$ cat src/rtl/axi_rd_arbiter_2m1s.sv
// Shares one AXI slave port between two read masters (m0 = IFU, m1 = LSU).
// m1 write channels pass through; m1 reads and writes are kept from overlapping.
module axi_rd_arbiter_2m1s #(
   parameter int unsigned ADDR_W = 32,
   parameter int unsigned DATA_W = 64,
   parameter bit          RR_EN  = 1'b1
) (
   input  logic                  clk,
   input  logic                  rst_n,
   input  logic [ADDR_W-1:0]     m0_araddr,
   input  logic [7:0]            m0_arlen,
   input  logic [2:0]            m0_arsize,
   input  logic [1:0]            m0_arburst,
   input  logic                  m0_arvalid,
   output logic                  m0_arready,
   output logic [DATA_W-1:0]     m0_rdata,
   output logic [1:0]            m0_rresp,
   output logic                  m0_rlast,
   output logic                  m0_rvalid,
   input  logic                  m0_rready,
   input  logic [ADDR_W-1:0]     m1_araddr,
   input  logic [7:0]            m1_arlen,
   input  logic [2:0]            m1_arsize,
   input  logic [1:0]            m1_arburst,
   input  logic                  m1_arvalid,
   output logic                  m1_arready,
   output logic [DATA_W-1:0]     m1_rdata,
   output logic [1:0]            m1_rresp,
   output logic                  m1_rlast,
   output logic                  m1_rvalid,
   input  logic                  m1_rready,
   input  logic [ADDR_W-1:0]     m1_awaddr,
   input  logic [7:0]            m1_awlen,
   input  logic [1:0]            m1_awburst,
   input  logic                  m1_awvalid,
   output logic                  m1_awready,
   input  logic [DATA_W-1:0]     m1_wdata,
   input  logic [DATA_W/8-1:0]   m1_wstrb,
   input  logic                  m1_wlast,
   input  logic                  m1_wvalid,
   output logic                  m1_wready,
   output logic [1:0]            m1_bresp,
   output logic                  m1_bvalid,
   input  logic                  m1_bready,
   output logic [ADDR_W-1:0]     s_araddr,
   output logic [7:0]            s_arlen,
   output logic [2:0]            s_arsize,
   output logic [1:0]            s_arburst,
   output logic                  s_arvalid,
   input  logic                  s_arready,
   input  logic [DATA_W-1:0]     s_rdata,
   input  logic [1:0]            s_rresp,
   input  logic                  s_rlast,
   input  logic                  s_rvalid,
   output logic                  s_rready,
   output logic [ADDR_W-1:0]     s_awaddr,
   output logic [7:0]            s_awlen,
   output logic [1:0]            s_awburst,
   output logic                  s_awvalid,
   input  logic                  s_awready,
   output logic [DATA_W-1:0]     s_wdata,
   output logic [DATA_W/8-1:0]   s_wstrb,
   output logic                  s_wlast,
   output logic                  s_wvalid,
   input  logic                  s_wready,
   input  logic [1:0]            s_bresp,
   input  logic                  s_bvalid,
   output logic                  s_bready,
   output logic                  rd_owner,
   output logic                  rd_busy,
   output logic                  proto_err
);

   localparam logic [1:0] R_IDLE = 2'd0;
   localparam logic [1:0] R_AR   = 2'd1;
   localparam logic [1:0] R_DATA = 2'd2;

   logic [1:0]        state_q, state_d;
   logic              owner_q, owner_d;
   logic              last_grant_q, last_grant_d;
   logic              wr_busy_q, wr_busy_d;
   logic              proto_err_q, proto_err_d;
   logic [7:0]        beat_cnt_q, beat_cnt_d;
   logic [7:0]        arlen_q, arlen_d;
   logic [ADDR_W-1:0] araddr_q, araddr_d;
   logic [2:0]        arsize_q, arsize_d;
   logic [1:0]        arburst_q, arburst_d;

   logic m0_elig_c, m1_elig_c, grant_m1_c, aw_mask_c;
   logic r_hs_c, aw_hs_c, b_hs_c;

   // Arbitration: m1 is ineligible while its own write is outstanding
   always_comb begin
      m0_elig_c = m0_arvalid;
      m1_elig_c = m1_arvalid & ~wr_busy_q;
      if (m0_elig_c && m1_elig_c) grant_m1_c = RR_EN ? ~last_grant_q : 1'b1;
      else                        grant_m1_c = m1_elig_c;
   end

   // AW is held off during an m1 read, including the cycle that read is being granted
   assign aw_mask_c = ((state_q != R_IDLE) & owner_q)
                    | ((state_q == R_IDLE) & m1_elig_c & grant_m1_c);

   assign s_arvalid  = (state_q == R_AR);
   assign s_araddr   = araddr_q;
   assign s_arlen    = arlen_q;
   assign s_arsize   = arsize_q;
   assign s_arburst  = arburst_q;
   assign m0_arready = s_arvalid & ~owner_q & s_arready;
   assign m1_arready = s_arvalid &  owner_q & s_arready;

   assign s_rready  = (state_q == R_DATA) & (owner_q ? m1_rready : m0_rready);
   assign m0_rvalid = (state_q == R_DATA) & ~owner_q & s_rvalid;
   assign m1_rvalid = (state_q == R_DATA) &  owner_q & s_rvalid;
   assign m0_rdata  = s_rdata;
   assign m0_rresp  = s_rresp;
   assign m0_rlast  = s_rlast;
   assign m1_rdata  = s_rdata;
   assign m1_rresp  = s_rresp;
   assign m1_rlast  = s_rlast;
   assign r_hs_c    = s_rvalid & s_rready;

   assign s_awaddr   = m1_awaddr;
   assign s_awlen    = m1_awlen;
   assign s_awburst  = m1_awburst;
   assign s_awvalid  = m1_awvalid & ~aw_mask_c;
   assign m1_awready = s_awready & ~aw_mask_c;
   assign s_wdata    = m1_wdata;
   assign s_wstrb    = m1_wstrb;
   assign s_wlast    = m1_wlast;
   assign s_wvalid   = m1_wvalid;
   assign m1_wready  = s_wready;
   assign m1_bresp   = s_bresp;
   assign m1_bvalid  = s_bvalid;
   assign s_bready   = m1_bready;
   assign aw_hs_c    = s_awvalid & s_awready;
   assign b_hs_c     = s_bvalid & s_bready;

   assign rd_busy   = (state_q != R_IDLE);
   assign rd_owner  = owner_q;
   assign proto_err = proto_err_q;

   // Read FSM next state and latched burst context
   always_comb begin
      state_d      = state_q;
      owner_d      = owner_q;
      last_grant_d = last_grant_q;
      beat_cnt_d   = beat_cnt_q;
      arlen_d      = arlen_q;
      araddr_d     = araddr_q;
      arsize_d     = arsize_q;
      arburst_d    = arburst_q;
      proto_err_d  = proto_err_q;
      wr_busy_d    = aw_hs_c ? 1'b1 : (b_hs_c ? 1'b0 : wr_busy_q);
      case (state_q)
         R_IDLE: begin
            if (m0_elig_c || m1_elig_c) begin
               state_d      = R_AR;
               owner_d      = grant_m1_c;
               last_grant_d = grant_m1_c;
               if (grant_m1_c) begin
                  araddr_d  = m1_araddr;
                  arlen_d   = m1_arlen;
                  arsize_d  = m1_arsize;
                  arburst_d = m1_arburst;
               end else begin
                  araddr_d  = m0_araddr;
                  arlen_d   = m0_arlen;
                  arsize_d  = m0_arsize;
                  arburst_d = m0_arburst;
               end
            end
         end
         R_AR: begin
            if (s_arready) begin
               state_d    = R_DATA;
               beat_cnt_d = 8'd0;
            end
         end
         R_DATA: begin
            if (r_hs_c) begin
               beat_cnt_d = beat_cnt_q + 8'd1;
               if (s_rlast) begin
                  state_d = R_IDLE;
                  if (beat_cnt_q != arlen_q) proto_err_d = 1'b1;
               end
            end
         end
         default: state_d = R_IDLE;
      endcase
   end

   always_ff @(posedge clk or negedge rst_n) begin
      if (!rst_n) begin
         state_q      <= R_IDLE;
         owner_q      <= 1'b0;
         last_grant_q <= 1'b1;
         wr_busy_q    <= 1'b0;
         proto_err_q  <= 1'b0;
         beat_cnt_q   <= 8'd0;
         arlen_q      <= 8'd0;
         araddr_q     <= '0;
         arsize_q     <= 3'd0;
         arburst_q    <= 2'd0;
      end else begin
         state_q      <= state_d;
         owner_q      <= owner_d;
         last_grant_q <= last_grant_d;
         wr_busy_q    <= wr_busy_d;
         proto_err_q  <= proto_err_d;
         beat_cnt_q   <= beat_cnt_d;
         arlen_q      <= arlen_d;
         araddr_q     <= araddr_d;
         arsize_q     <= arsize_d;
         arburst_q    <= arburst_d;
      end
   end

endmodule

$ cat config.mk
export PLATFORM = sky130hd
export DESIGN_NAME = axi_rd_arbiter_2m1s
export DESIGN_NICKNAME = d
export VERILOG_FILES = /design/src/rtl/axi_rd_arbiter_2m1s.sv
export SDC_FILE = /design/constraint.sdc
export NUM_CORES = 1
export LEC_CHECK = 0
export BUFFER_PORTS_ARGS = -buffer_cell sky130_fd_sc_hd__clkbuf_2
export CORE_AREA = 3 3 234 236
export DETAILED_ROUTE_END_ITERATION = 8
export DIE_AREA = 0 0 237 239
export GPL_TIMING_DRIVEN = 0
export SKIP_LAST_GASP = 1
export SLEW_MARGIN = 20
export SYNTH_ARGS = -nofsm -noshare
export SYNTH_HDL_FRONTEND = slang
export SYNTH_SLANG_ARGS = --single-unit
$ cat constraint.sdc
create_clock -name clk -period 4.8 [get_ports clk]
set_clock_uncertainty 0.15 [all_clocks]
set_input_delay 0.96 -clock clk [delete_from_list [all_inputs] [get_ports clk]]
set_output_delay 0.96 -clock clk [all_outputs]
set_load 0.03 [all_outputs]
### Word-level counts from Yosys, hierarchy flattened

Index checks and enable logic that the tools add are counted.

| cells by class | value |
|---|---|
| multiplexer cells | 16 |
| reduce and logical (&&, ||, !) cells | 10 |
| $add $sub $neg | 1 |
| equal/unequal tests | 7 |
| bitwise gates (word level) | 23 |

Operator list:

| cell | count |
|---|---|
| $mux W32 | 1 |
| $mux W8 | 3 |
| $and A1 B1 Y1 | 18 |
| $pmux W8 S2 | 1 |
| $mux W2 | 5 |
| $add A8 B1 Y8 const B | 1 |
| $ne A8 B8 Y1 | 1 |
| $reduce_and A4 Y1 | 2 |
| $pmux W2 S3 | 1 |
| $reduce_bool A2 Y1 | 3 |
| $mux W1 | 4 |
| $ne A2 B1 Y1 const B | 2 |
| $ne A2 B2 Y1 const B | 2 |
| $not A1 Y1 | 4 |
| $mux W3 | 1 |
| $reduce_and A3 Y1 | 1 |
| $eq A2 B1 Y1 const B | 1 |
| $eq A2 B2 Y1 const B | 1 |
| $logic_not A2 Y1 | 1 |
| $reduce_and A2 Y1 | 1 |
| $logic_and A1 B1 Y1 | 1 |
| $logic_or A1 B1 Y1 | 1 |
| $or A1 B1 Y1 | 1 |

| storage, ports and cells | value |
|---|---|
| bits in registers | 59 |
| word-level logic and storage cells | 67 |

### Longest topological paths before layout

| depth | value |
|---|---|
| depth in word-level cells | 10 |
| gate-level depth with buffers | 6 |

### Worst setup path after synthesis

No wires, ideal clock.

| path | value |
|---|---|
| kind | input -> output |
| start | in m1_arvalid |
| end | out m1_awready |
| setup slack | 1898 ps |
| arrival time | 1792 ps |
| stages | 4 |
| path buffers | 0 |
| cells stage by stage | nor2b_1 and3_1 a21oi_1 and2_1 |

| on the way | value |
|---|---|
| longest elaborated chain between the ends | 7 |
| elaborated cells on any way between the ends | 8 |

Ends and longest elaborated chain:

| item | RTL line | text |
|---|---|---|
| start, declared | 25 | `input logic m1_arvalid,` |
| $and A1 B1 Y1 (*) | 95 | `m1_elig_c = m1_arvalid & ~wr_busy_q;` |
| $logic_and A1 B1 Y1 | 96 | `if (m0_elig_c && m1_elig_c) grant_m1_c = RR_EN ? ~last_grant_q : 1'b1;` |
| $mux W1 | 96 |  |
| $and A1 B1 Y1 (*) | 102 | `\| ((state_q == R_IDLE) & m1_elig_c & grant_m1_c);` |
| $or A1 B1 Y1 (*) | 102 |  |
| $not A1 Y1 (*) | 127 | `assign m1_awready = s_awready & ~aw_mask_c;` |
| $and A1 B1 Y1 (*) | 127 |  |
| end, declared | 36 | `output logic m1_awready,` |

Mark *: on every way between the ends. The rest lies on a longest branch, timed or not.

### Final worst setup path

| path | value |
|---|---|
| start | in m1_arvalid |
| end | out s_awvalid |

| on the way | value |
|---|---|
| longest elaborated chain between the ends | 7 |
| elaborated cells on any way between the ends | 8 |

Ends and longest elaborated chain:

| item | RTL line | text |
|---|---|---|
| $and A1 B1 Y1 (*) | 95 |  |
| $logic_and A1 B1 Y1 | 96 |  |
| $mux W1 | 96 |  |
| $and A1 B1 Y1 (*) | 102 |  |
| $or A1 B1 Y1 (*) | 102 |  |
| $not A1 Y1 (*) | 126 | `assign s_awvalid = m1_awvalid & ~aw_mask_c;` |
| $and A1 B1 Y1 (*) | 126 |  |
| end, declared | 59 | `output logic s_awvalid,` |

Marked as above.

==> metrics.txt <==
Final Slew Violations 0; GR Overflow Total 0; Mapped Nets 842; post-synthesis async set-or-reset flop share 100%; Placement Setup Slack 1.56 ns; Syn Inst Count 553; die width 237 um; HP Start proto_err; 1st-pass router iterations 4; Clock Latency Late Sink 0.35 ns; post-synthesis sequential area ratio 30.5%; num ports 599; crit end category primary output; class of the worst hold path flop to flop; initial antenna violation count 5; Crit Path Category primary input to primary output; Die Area 0.0566 mm2; Final Hold Viols 0; f_max 0.315 GHz; die span in y 239 um; Slew @ Worst Pin 0.741 ns; #FFs+latches synth 59; leading cell type in the layout, fill and taps excluded clkbuf_2; fin crit share 66.2%; CP Data Arrival Time 2.07 ns; Worst VDD drop 233 uV; status finished, final reports clean; commonest non-fill, non-tap cells in the layout 412 x clkbuf_2, 255 x buf_4, 58 x dfrtp_1; GPL Wtd Cong 0.726; Rel. slew slack 50.6%; WL/cell 13.0 um; Remaining DRCs 0; Core Rows 84; Global Route Usage Sum 7.11%; global-route wire length before repair 29,300 um; Critical Path RT 3.69 ns; Lkg Pwr 4.65 nW; largest net degree at the start of global routing 39; fin crit period 3.18 ns; final setup TNS 0 ns; final net count 1,267; RSZ-0062 raised after global routing no; area grow syn2layout 67.0%; CTS Buf Count 9; R2R Setup Slk 2.58 ns; Top FF cell, synth dfrtp_1; Setup Buffers After CTS 0; hold path depth 1; CP startpoint kind primary input; clock net sink count 59; number of fill cells in the layout 5,990; CTS Root Cell clkbuf_16; CTS tree built; R2R Path Start last_grant_q; Starting Density 9.21%; Final WS setup 1.62 ns; clock slew at reported path FFs 0.06 ns; reg2reg end s_arlen[4]; CP max FO 4; Max H-tree Level 3; Worst Reg2Reg Path Length in Cells 5; syn avg cell area 8.77 um2; unique cell type count in the Yosys netlist 37; dpl hpwl 18,800 um; CP startpoint m1_arvalid; Final setup viols 0; CP endpoint s_awvalid; overall routed net length 21,800 um; Synthesis Warnings 0; Netlist Area Pre-Place 0.00485 mm2; share of post-route cells with drive strength above 1 70.9%; pwr/cell area 435 mW/mm2; Synth top area share 39.5%; PortBufs 413; Initial DRC Count 130; core area 0.0527 mm2; MaxCap Viol Count 0; post-synth top area cell buf_4; Synth area leaders buf_4 39%, dfrtp_1 30%, mux2i_1 9.3%; vias in the first global route 4,682; hold slack final 0.322 ns; Via Count 4,819; post-route ant nets 0; drt via density 2.88; cts repair resizes 0; Post-synth EDFFs 0; Post-CTS Hold Buffers 0; clk buf depth 2
[power breakdown]
part / switching [mW] / internal [mW]
combinational: 1.34 / 0.623
sequential: 0.178 / 0.725
clock: 0.262 / 0.401
[layer usage]
metal  track usage (%)  part of all wire (%)  vias to the layer above
met5                 0                  0.11                        -
met4              2.38                   1.4                        4
met3              1.95                   8.2                       20
met2              12.6                    51                      290
met1              8.27                    39                     2102
li1                  -                     -                     2403
[cells in the mapped netlist, types with 3 or more instances]
cell type	count
buf_4	255
dfrtp_1	58
nand2_1	56
o21ai_0	52
mux2i_1	45
clkbuf_1	11
xor2_1	9
buf_2	8
nor2_1	8
a21oi_1	4
a31oi_1	4
nand3_1	4
and2_1	3
inv_1	3
nand2b_1	3
nor4_1	3
[metrics by stage]
stage	utilization (%)	area, um2	cells	total power, mW
2_1_floorplan	-	4850	553	2.20
3_3_place_gp	14.8	7780	1654	2.91
3_5_place_dp	14.8	7810	1655	2.94
4_1_cts	15.4	8100	1671	3.64
5_1_grt	15.4	8100	1671	3.82
6_report	15.4	8100	1673	3.53
[critical path: stages]
cell and delay (ns):
clkbuf_2 0.08, nor2b_1 0.17, and3_1 0.20, a21oi_1 0.28, and2_1 0.18, clkbuf_2 0.21
[flip-flops by register name (all words and copies together), names as in the netlist]
name          cells
s_arburst         2
s_arlen           8
state_q           2
last_grant_q      1
beat_cnt_q        8
s_araddr         32
proto_err         1
s_arsize          3
rd_owner          1
wr_busy_q         1
[cell families after synthesis]
group	Yosys count	share of synthesized area, %
adders and majority gates	1	0.258
buffers and inverters	279	41.7
and+or+nand+nor	87	8.07
DFF	59	30.5
muxes	46	9.57
AOI/OAI and AO/OA	72	8.35
xor gates and xnor gates	9	1.62
[layout make-up]
class                      count  area, um2  area share [%]
sequential                    59       1480            18.2
antenna                        2       5.00          0.0618
tap                          688        861            10.6
timing repair buffer         414       2100            25.9
inverter                       3       11.3           0.139
clock buffer                  11        233            2.87
clock inverter                 5       53.8           0.664
buffer                       276       2010            24.8
multi-input combinational    215       1350            16.7
[worst min path at each step]
stage | endpoint | slack (ns)
3_5_place_dp | proto_err | 0.31
3_3_place_gp | proto_err | 0.30
5_1_grt | proto_err | 0.34
2_1_floorplan | wr_busy_q | 0.32
6_report | proto_err | 0.32
4_1_cts | proto_err | 0.32
No activity file was read; power rests on OpenSTA's default activity.
